## src/rtl/mc_pkg.sv

```systemverilog
// Shared encodings for the multicycle MIPS control unit: states, opcodes,
// functs, ALU controls and the datapath mux selects.
package mc_pkg;

    typedef enum logic [3:0] {
        FETCH,
        DECODE,
        MEMADR,
        MEMRD,
        MEMWB,
        MEMWR,
        EXECUTE,
        ALUWB,
        ADDIEX,
        ADDIWB,
        BRANCH,
        JUMP
    } state_t;

    localparam logic [5:0] RTYPE = 6'b000000;
    localparam logic [5:0] LW    = 6'b100011;
    localparam logic [5:0] SW    = 6'b101011;
    localparam logic [5:0] BEQ   = 6'b000100;
    localparam logic [5:0] BNE   = 6'b000101;
    localparam logic [5:0] ADDI  = 6'b001000;
    localparam logic [5:0] J     = 6'b000010;

    localparam logic [5:0] F_ADD = 6'b100000;
    localparam logic [5:0] F_SUB = 6'b100010;
    localparam logic [5:0] F_AND = 6'b100100;
    localparam logic [5:0] F_OR  = 6'b100101;
    localparam logic [5:0] F_SLT = 6'b101010;

    localparam logic [1:0] ALUOP_ADD   = 2'b00;
    localparam logic [1:0] ALUOP_SUB   = 2'b01;
    localparam logic [1:0] ALUOP_FUNCT = 2'b10;

    localparam logic [2:0] ALU_AND = 3'b000;
    localparam logic [2:0] ALU_OR  = 3'b001;
    localparam logic [2:0] ALU_ADD = 3'b010;
    localparam logic [2:0] ALU_SUB = 3'b110;
    localparam logic [2:0] ALU_SLT = 3'b111;

    localparam logic [1:0] SRCB_B     = 2'b00;
    localparam logic [1:0] SRCB_FOUR  = 2'b01;
    localparam logic [1:0] SRCB_IMM   = 2'b10;
    localparam logic [1:0] SRCB_IMMSH = 2'b11;

    localparam logic [1:0] PC_ALU    = 2'b00;
    localparam logic [1:0] PC_ALUOUT = 2'b01;
    localparam logic [1:0] PC_JUMP   = 2'b10;

    function automatic logic is_known_funct(input logic [5:0] f);
        return f inside {F_ADD, F_SUB, F_AND, F_OR, F_SLT};
    endfunction

endpackage

```

## src/rtl/mc_aludec.sv

```systemverilog
// Combinational ALU decode: aluop selects add/sub directly or defers to funct.
module mc_aludec
    import mc_pkg::*;
(
    input  logic [1:0] aluop,
    input  logic [5:0] funct,
    output logic [2:0] alucontrol
);

    always_comb begin
        alucontrol = ALU_ADD;
        case (aluop)
            ALUOP_ADD: alucontrol = ALU_ADD;
            ALUOP_SUB: alucontrol = ALU_SUB;
            default: begin
                case (funct)
                    F_ADD:   alucontrol = ALU_ADD;
                    F_SUB:   alucontrol = ALU_SUB;
                    F_AND:   alucontrol = ALU_AND;
                    F_OR:    alucontrol = ALU_OR;
                    F_SLT:   alucontrol = ALU_SLT;
                    default: alucontrol = ALU_ADD;
                endcase
            end
        endcase
    end

endmodule

```

## src/rtl/mc_controller.sv

```systemverilog
// Multicycle MIPS control FSM: fetch/decode/execute/memory/writeback sequencing
// with mem_ready stalls in the memory access states.
module mc_controller
    import mc_pkg::*;
(
    input  logic       clk,
    input  logic       reset,
    input  logic [5:0] op,
    input  logic [5:0] funct,
    input  logic       zero,
    input  logic       mem_ready,
    output logic       iord,
    output logic       memwrite,
    output logic       irwrite,
    output logic       regdst,
    output logic       memtoreg,
    output logic       regwrite,
    output logic       alusrca,
    output logic [1:0] alusrcb,
    output logic [1:0] pcsrc,
    output logic [2:0] alucontrol,
    output logic       pcen,
    output logic       illegal_op
);

    state_t     state, next_state;
    logic [1:0] aluop;
    logic       decode_legal;
    logic       memwrite_raw, irwrite_raw, regwrite_raw, pcen_raw;

    always_comb begin
        case (op)
            LW, SW, ADDI, BEQ, BNE, J: decode_legal = 1'b1;
            RTYPE:                     decode_legal = is_known_funct(funct);
            default:                   decode_legal = 1'b0;
        endcase
    end

    always_ff @(posedge clk or posedge reset) begin
        if (reset)
            state <= FETCH;
        else
            state <= next_state;
    end

    always_comb begin
        next_state = state;
        case (state)
            FETCH:   next_state = mem_ready ? DECODE : FETCH;
            DECODE: begin
                next_state = FETCH;
                if (decode_legal) begin
                    case (op)
                        LW, SW:   next_state = MEMADR;
                        RTYPE:    next_state = EXECUTE;
                        ADDI:     next_state = ADDIEX;
                        BEQ, BNE: next_state = BRANCH;
                        J:        next_state = JUMP;
                        default:  next_state = FETCH;
                    endcase
                end
            end
            MEMADR:  next_state = (op == LW) ? MEMRD : MEMWR;
            MEMRD:   next_state = mem_ready ? MEMWB : MEMRD;
            MEMWB:   next_state = FETCH;
            MEMWR:   next_state = mem_ready ? FETCH : MEMWR;
            EXECUTE: next_state = ALUWB;
            ALUWB:   next_state = FETCH;
            ADDIEX:  next_state = ADDIWB;
            ADDIWB:  next_state = FETCH;
            BRANCH:  next_state = FETCH;
            JUMP:    next_state = FETCH;
            default: next_state = FETCH;
        endcase
    end

    always_comb begin
        iord         = 1'b0;
        memwrite_raw = 1'b0;
        irwrite_raw  = 1'b0;
        regdst       = 1'b0;
        memtoreg     = 1'b0;
        regwrite_raw = 1'b0;
        alusrca      = 1'b0;
        alusrcb      = SRCB_B;
        pcsrc        = PC_ALU;
        aluop        = ALUOP_ADD;
        pcen_raw     = 1'b0;
        case (state)
            FETCH: begin
                alusrcb     = SRCB_FOUR;
                irwrite_raw = mem_ready;
                pcen_raw    = mem_ready;
            end
            DECODE:  alusrcb = SRCB_IMMSH;
            MEMADR: begin
                alusrca = 1'b1;
                alusrcb = SRCB_IMM;
            end
            MEMRD:   iord = 1'b1;
            MEMWB: begin
                memtoreg     = 1'b1;
                regwrite_raw = 1'b1;
            end
            MEMWR: begin
                iord         = 1'b1;
                memwrite_raw = 1'b1;
            end
            EXECUTE: begin
                alusrca = 1'b1;
                aluop   = ALUOP_FUNCT;
            end
            ALUWB: begin
                regdst       = 1'b1;
                regwrite_raw = 1'b1;
            end
            ADDIEX: begin
                alusrca = 1'b1;
                alusrcb = SRCB_IMM;
            end
            ADDIWB:  regwrite_raw = 1'b1;
            BRANCH: begin
                alusrca  = 1'b1;
                aluop    = ALUOP_SUB;
                pcsrc    = PC_ALUOUT;
                // op[0] distinguishes bne from beq, flipping the taken sense
                pcen_raw = zero ^ op[0];
            end
            JUMP: begin
                pcsrc    = PC_JUMP;
                pcen_raw = 1'b1;
            end
            default: ;
        endcase
    end

    // Write strobes are gated by reset so an in-flight store drops immediately.
    assign memwrite   = memwrite_raw & ~reset;
    assign irwrite    = irwrite_raw  & ~reset;
    assign regwrite   = regwrite_raw & ~reset;
    assign pcen       = pcen_raw     & ~reset;
    assign illegal_op = (state == DECODE) & ~decode_legal & ~reset;

    mc_aludec u_aludec (
        .aluop      (aluop),
        .funct      (funct),
        .alucontrol (alucontrol)
    );

endmodule

```

## config.mk

```make
export PLATFORM = sky130hd
export DESIGN_NAME = mc_controller
export DESIGN_NICKNAME = d
export VERILOG_FILES = /design/src/rtl/mc_pkg.sv /design/src/rtl/mc_aludec.sv /design/src/rtl/mc_controller.sv
export SDC_FILE = /design/constraint.sdc
export NUM_CORES = 1
export LEC_CHECK = 0
export CAP_MARGIN = 5
export CORE_MARGIN = 2
export CORE_UTILIZATION = 43
export CTS_CLUSTER_SIZE = 28
export DETAILED_ROUTE_END_ITERATION = 16
export PLACE_DENSITY = 0.83
export SLEW_MARGIN = 20
export SYNTH_ARGS = -nofsm -noshare
export SYNTH_HDL_FRONTEND = slang
export SYNTH_HIERARCHICAL = 1
export SYNTH_SLANG_ARGS = --single-unit
```

## constraint.sdc

```tcl
create_clock -name clk -period 3.6 [get_ports clk]
set_clock_uncertainty 0.05 [all_clocks]
set_input_delay 1.08 -clock clk [delete_from_list [all_inputs] [get_ports clk]]
set_output_delay 1.08 -clock clk [all_outputs]
set_load 0.005 [all_outputs]
```

==> qor.tcl, run 1 <==
set qor(critical_path.max_stage_delay_ns) 0.41
set qor(holdCritStartpoint) {state[2]}
set qor(status) {finished clean}
set qor(synth_edf_count) 0
set qor(final_cell_mix) {clkdlybuf4s50_1 (17), buf_4 (16), nor2_1 (15), dlygate4sd2_1 (10), a21oi_1 (9)}
set qor(power_report.internal_total_mw) 0.1558
set qor(synth_xor_area_frac) 0.05313
set qor(yosys.area_share.adder) 0
set qor(ant_nets) 0
set qor(post_drt_via_cell_ratio) 5.873
set qor(power.share.sequential) 0.267
set qor(clock_power_share) 0.224
set qor(crit-reg2reg-capture) {state[1]}
set qor(layout_commonest_cell) {clkdlybuf4s50_1}
set qor(initial_core_utilization) 0.4481
set qor(criticalPathCategory) {input pin to output port}
set qor(swShare) 0.3557
set qor(groute.usage.overall) 0.2659
set qor(first_pass_grt_wire_length_um) 3926
set qor(coreArea_um2) 1471
set qor(worst_path_max_delay_cell) {clkdlybuf4s50_1}
set qor(post_place_cells) 153
set qor(rrSetupSlack_ns) 1.95
set qor(kind_of_end_point_of_the_critical_path) {output port}
set qor(proportion_of_synthesized_area_in_mux_cells) 0.03795
set qor(synth-compound-area-share) 0.2543
set qor(post_dp_hpwl_um) 1701
set qor(worst_setup_hold_path_clk_slew_ns) 0.04
set qor(numCtsBuffers) 3
set qor(cp_data_required_time_ns) 2.47
set qor(clock_tree_from_tritoncts) {yes}
set qor(max-clock-path-buffers) 2
set qor(design.portCount) 32
set qor(cellLeakagePower_nw) 0.5033
set qor(finalSetupViolations) 0
set qor(max_clock_freq_mhz) 280.6
set qor(detail_route.drc_violations) 0
set qor(maxCapViolations) 0
set qor(synthesis.yosys.warnings) 6
set qor(via_count) 922
set qor(max_slew.worst_pin.slew_ns) 0.4753
set qor(critical_path.startpoint_type) {input pin}
set qor(max_slew_vio_count) 0
set qor(grt_start_max_net_pins) 17
set qor(worstReg2RegStart) {state[0]}
set qor(post_layout_nonfiller_instances) 157
set qor(die_height_um) 43.16
set qor(synth_cell_type_count) 40
set qor(hold_class) {register to register}
set qor(synth_top_family_by_area) {simple AND/OR/NAND/NOR gates}
set qor(worst_skew_pair.late_latency_ns) 0.23
set qor(pwr_density_nw_per_um2) 206.0
set qor(chipWidth_um) 43.16
set qor(cts_num_sinks) 4
set qor(yosys.area_share.simple) 0.4459
set qor(antenna-diode-count) 0
set qor(io_buffers) 31
set qor(post_drt_wl_per_cell_um) 14.35
set qor(layout_top_registers) {state: 4 flops}
set qor(min_path_cells) 2
set qor(num-fill-cells) 108
set qor(regMostFlops) {state}
set qor(synthesis.area_per_instance_um2) 7.015
set qor(nets) 159
set qor(drt-initial-drc-count) 18
set qor(largest_register_ffs) 4
set qor(p_switching_mw) 0.08600
set qor(antenna_found_initial) 0
set qor(layout_worst_path_cycle_share) 0.9899
set qor(htree_num_levels) 1
set qor(post-layout-total-power_mw) 0.2418
set qor(ys_dominant_reg_cell) {dfrtp_1}
set qor(floorplan.rows) 14
set qor(grt_pass1_vias) 929
set qor(power_frac_comb) 0.509
set qor(synth_cells) 94
set qor(post-route-min-period_ns) 3.564
set qor(grt.overflow.total) 0
set qor(worst_ir_drop_vdd_mv) 0.3131
set qor(crit_path_cell_trace) {clkdlybuf4s50_1 > nand2b_1 > a2111oi_4 > nand2_1 > and3_1 > clkdlybuf4s15_1}
set qor(hold_viol_final) 0
set qor(worst_hold_endpoint) {state[3]}
set qor(ys_async_sr_fraction) 1.000
set qor(synth.ff_latch_count) 4
set qor(yosysSeqAreaShare) 0.1518
set qor(flow.area_growth_from_synthesis_pct) 77.99
set qor(worstRegToRegCells) 3
set qor(routed_wirelength_um) 2253
set qor(layout-drive-gt1-share) 0.2128
set qor(cts.root.buffer_cell) {clkbuf_4}
set qor(rsz0062_at_grt) {true}
set qor(worst_slew_margin_rel) 0.6831
set qor(worst_ep_arrival_time_ns) 2.43
set qor(netlist_area_um2) 659.4
set qor(globalplace.congestion) 0.8740
set qor(postSynthNetCount) 110
set qor(detailedRoute.firstPassIterationCount) 4
set qor(path_max_fanout) 2
set qor(die-area_um2) 1863
==> worst max path at each step <==
stage	start	end	slack, ns	depth (start not counted)
after global routing	op[5]	illegal_op	-0.009	6
after CTS	op[0]	illegal_op	-0.1	6
after global placement	funct[1]	illegal_op	-0.49	6
final	funct[4]	illegal_op	0.04	6
after floorplan	funct[1]	illegal_op	0.50	4
after detailed placement	op[2]	illegal_op	-0.49	6
==> power by group through the flow <==
stage	combinational, mW	sequential, mW	clock [mW]
floorplan	0.0610	0.0539	0
global placement	0.115	0.0639	0
detailed placement	0.119	0.0652	0
CTS	0.120	0.0645	0.0554
global route	0.134	0.0662	0.0587
finish	0.123	0.0646	0.0542
==> cell usage after synthesis, types with 2 or more instances <==
master	instances	share of area
nor3b_1	3	0.034
o21ai_1	2	0.015
nand2_1	4	0.023
nand2b_1	6	0.057
dfrtp_1	4	0.15
inv_1	3	0.017
nor2b_1	6	0.057
xnor2_1	3	0.040
buf_1	2	0.011
o22ai_1	2	0.019
nand4bb_1	2	0.034
nor3_1	5	0.038
nor2_1	15	0.085
or4b_1	2	0.030
a21oi_1	9	0.068
clkbuf_1	2	0.011
==> cells by family (layout without fill, tap and decap cells) <==
family          count (synthesis)  after routing
simple gates                   51             51
compound gates                 24             24
buf+inv                         9             56
xor+xnor                        4              4
flops                           4              4
mux                             2              2
==> worst max-delay path, delay by kind of cell <==
kind                   cells  cell delay, ns
buffers and inverters      2            0.60
and+or+nand+nor            3            0.45
AOI/OAI and AO/OA          1            0.29
==> per-stage QoR <==
stage                 util  area [µm²]  worst slack (ns)  setup TNS (ns)  hold WS, ns
detailed placement  0.7440        1095           -0.4918          -1.226       0.6007
global route        0.7976        1174         -0.008674       -0.008674       0.6749
global placement    0.7440        1095           -0.4853          -1.136       0.5732
finish              0.7976        1174           0.03640               0       0.6201
floorplan                -       659.4            0.4966               0       0.5376
CTS                 0.7815        1150          -0.09554        -0.09554       0.6056
==> timing repair <==
item | CTS | global route
gates cloned | 0 | 0
hold buffers | 0 | 0
buffers inserted | 0 | 1
gates resized for setup | 19 | 6
pin swaps | 3 | 4
endpoints found under the setup margin | 5 | 2
==> layout make-up <==
cell class	count	area, µm²	share of cell area
inverters	4	15.01	0.01279
clock buffers	3	22.52	0.01919
flip-flops and latches	4	100.1	0.08529
well taps	16	20.02	0.01706
multi-input cells	81	570.5	0.4861
repair buffers	49	445.4	0.3795
==> layer usage <==
metal / share of wire / up-vias / GRT usage / wire [µm]
met4: 0.0075 / 0 / 0.06667 / 17
met1: 0.40 / 432 / 0.3212 / 912
met2: 0.53 / 46 / 0.4896 / 1186
li1: - / 439 / - / -
met5: 0 / - / 0 / 0
met3: 0.061 / 5 / 0.02979 / 137
(Power assumes the default switching activity.)
==> inputs of run 2 (changes only) <==
Settings changed: SLEW_MARGIN 20 to unset.
==> results of run 2 <==
Same layout as run 1: the final DEF is identical, and so are final timing and power.
==> inputs of run 3 (changes only) <==
Settings changed: CORE_MARGIN 2 to unset.
==> qor.tcl, run 3 (synthesis gave the netlist of run 1 again) <==
set qor(post_place_cells) 152 ;# -0.65%
set qor(cts_num_sinks) 4 ;# unchanged
set qor(layout-drive-gt1-share) 0.2270 ;# +0.01418
set qor(detailedRoute.firstPassIterationCount) 4 ;# unchanged
set qor(cts.root.buffer_cell) {clkbuf_4}
set qor(rrSetupSlack_ns) 1.87 ;# -0.08 ns
set qor(max_slew_vio_count) 0 ;# unchanged
set qor(routed_wirelength_um) 2428 ;# +7.8%
set qor(rsz0062_at_grt) {true}
set qor(status) {finished with violations}
set qor(coreArea_um2) 1366 ;# -7.1%
set qor(globalplace.congestion) 0.8283 ;# -5.2%
set qor(worst_slew_margin_rel) 0.6943 ;# +0.01116
set qor(hold_viol_final) 0 ;# unchanged
set qor(worst_path_max_delay_cell) {clkdlybuf4s50_1}
set qor(htree_num_levels) 1 ;# unchanged
set qor(post_drt_wl_per_cell_um) 15.56 ;# +8.5%
set qor(cts.hold.buffers_added) 0 ;# unchanged
set qor(postLayoutSetupSlackWorst_ns) -0.07366 ;# -0.1101 ns
set qor(grt_start_max_net_pins) 17 ;# unchanged
set qor(post_drt_via_cell_ratio) 6.058 ;# +3.2%
set qor(detail_route.drc_violations) 0 ;# unchanged
set qor(ant_nets) 0 ;# unchanged
set qor(cellLeakagePower_nw) 0.5203 ;# +3.4%
set qor(design.portCount) 32 ;# unchanged
set qor(worst_ir_drop_vdd_mv) 0.3105 ;# -0.83%
set qor(grt.overflow.total) 0 ;# unchanged
set qor(drt-initial-drc-count) 40 ;# +22
set qor(regMostFlops) {state}
set qor(cp_data_required_time_ns) 2.47 ;# about the same
set qor(via_count) 945 ;# +2.5%
set qor(crit-reg2reg-capture) {state[1]}
set qor(numCtsBuffers) 3 ;# unchanged
set qor(nets) 159 ;# unchanged
set qor(layout_worst_path_cycle_share) 1.020 ;# +0.03057
set qor(antenna_found_initial) 0 ;# unchanged
set qor(finalSetupViolations) 2 ;# +2
set qor(layout_commonest_cell) {buf_4}
set qor(clock_tree_from_tritoncts) {yes}
set qor(flow.area_growth_from_synthesis_pct) 78.56
set qor(final_cell_mix) {buf_4 (17), nor2_1 (15), clkdlybuf4s50_1 (15), dlygate4sd2_1 (12), a21oi_1 (9)}
set qor(initial_core_utilization) 0.4826 ;# +0.03447
set qor(layout_top_registers) {state: 4 flops}
set qor(post-layout-total-power_mw) 0.2468 ;# +2.1%
set qor(max_clock_freq_mhz) 272.2 ;# -3.0%
set qor(kind_of_end_point_of_the_critical_path) {output port}
set qor(final_design_area_excluding_fillers_um2) 1177 ;# +0.32%
set qor(io_buffers) 31 ;# unchanged
set qor(largest_register_ffs) 4 ;# unchanged
set qor(worstReg2RegStart) {state[0]}
set qor(antenna-diode-count) 0 ;# unchanged
set qor(crit_start) {funct[4]}
set qor(chipWidth_um) 41.16 ;# -4.6%
set qor(die_height_um) 41.16 ;# -4.6%
set qor(num-fill-cells) 81 ;# -25%
set qor(max-clock-path-buffers) 2 ;# unchanged
set qor(violations) {setup timing}
set qor(criticalPathCategory) {input pin to output port}
set qor(critical_path.startpoint_type) {input pin}
set qor(hold_class) {register to register}
set qor(worst_setup_hold_path_clk_slew_ns) 0.04 ;# about the same
set qor(dpl_cell_area_um2) 1094 ;# -0.11%
set qor(groute.usage.overall) 0.2749 ;# +0.009005
set qor(post_layout_nonfiller_instances) 156 ;# -0.64%
set qor(maxCapViolations) 0 ;# unchanged
set qor(post-route-min-period_ns) 3.674 ;# +0.1101 ns
set qor(post_dp_hpwl_um) 1547 ;# -9.1%
set qor(die-area_um2) 1694 ;# -9.1%
set qor(max_slew.worst_pin.slew_ns) 0.4585 ;# -0.01674 ns
set qor(crit_path_cell_trace) {clkdlybuf4s50_1 > nand2b_4 > a2111oi_4 > nand2_1 > and3_1 > dlygate4sd2_1}
set qor(worst_ep_arrival_time_ns) 2.54 ;# +0.11 ns
set qor(cp-endpoint) {illegal_op}
set qor(post-place-ws_ns) -0.5672 ;# -0.07544 ns
set qor(critical_path.max_stage_delay_ns) 0.45 ;# +0.04 ns
set qor(worst_skew_pair.late_latency_ns) 0.25 ;# +0.02 ns
set qor(grt_pass1_vias) 721 ;# -22%
set qor(worstRegToRegCells) 3 ;# unchanged
set qor(first_pass_grt_wire_length_um) 3036 ;# -23%
set qor(path_max_fanout) 2 ;# unchanged
set qor(floorplan.rows) 13 ;# -1
set qor(pwr_density_nw_per_um2) 209.6 ;# +1.7%
run 3: what timing repair did:
item / CTS / global route
setup buffers: 0 / 1
setup endpoints to repair: 4 / 3
pin swaps: 2 / 2
resized for setup: 23 / 4
run 3: worst min path at each step:
stage             start       end  slack [ns]  depth (start not counted)
2_1_floorplan  state[3]  state[2]        0.54                          3
3_3_place_gp   state[2]  state[3]        0.57                          2
3_5_place_dp   state[2]  state[3]        0.58                          2
4_1_cts        state[2]  state[3]        0.60                          2
5_1_grt        state[2]  state[3]        0.63                          2
6_report       state[2]  state[3]        0.61                          2
run 3: layout make-up:
cell class	count	area, µm²	area share
clock buffer	3	22.52	0.01913
timing repair buffer	49	442.9	0.3762
inverter	4	15.01	0.01275
sequential	4	100.1	0.08502
tap	15	18.77	0.01594
multi-input combinational	81	578.1	0.4910
run 3: routing by layer:
layer	wire length [µm]	part of all wire	track usage
met1	958	0.39	0.3713
met4	31	0.013	0.07258
met2	1185	0.49	0.4297
met3	252	0.10	0.07065
met5	0	0	0
run 3: metrics by stage:
step                      utilization  TNS [ns]  hold slack, ns
final                          0.8617  -0.09939          0.6108
after global routing           0.8617   -0.1252          0.6301
after CTS                      0.8452  -0.01535          0.6000
after detailed placement       0.8004    -1.124          0.5842
after global placement         0.8004    -1.044          0.5731
after floorplan                     -         0          0.5376
run 3: critical path, delay by kind of cell:
kind | cells | cell delay [ns]
compound gates | 1 | 0.32
buf+inv | 2 | 0.70
simple gates | 3 | 0.45
run 3: where the power goes:
| group | internal [mW] | leakage [nW] | switching (mW) | total (mW) |
|---|---|---|---|---|
| Combinational | 0.0680 | 0.452 | 0.0552 | 0.123 |
| Clock | 0.0375 | 0.0138 | 0.0217 | 0.0592 |
| Sequential | 0.0491 | 0.0541 | 0.0153 | 0.0643 |
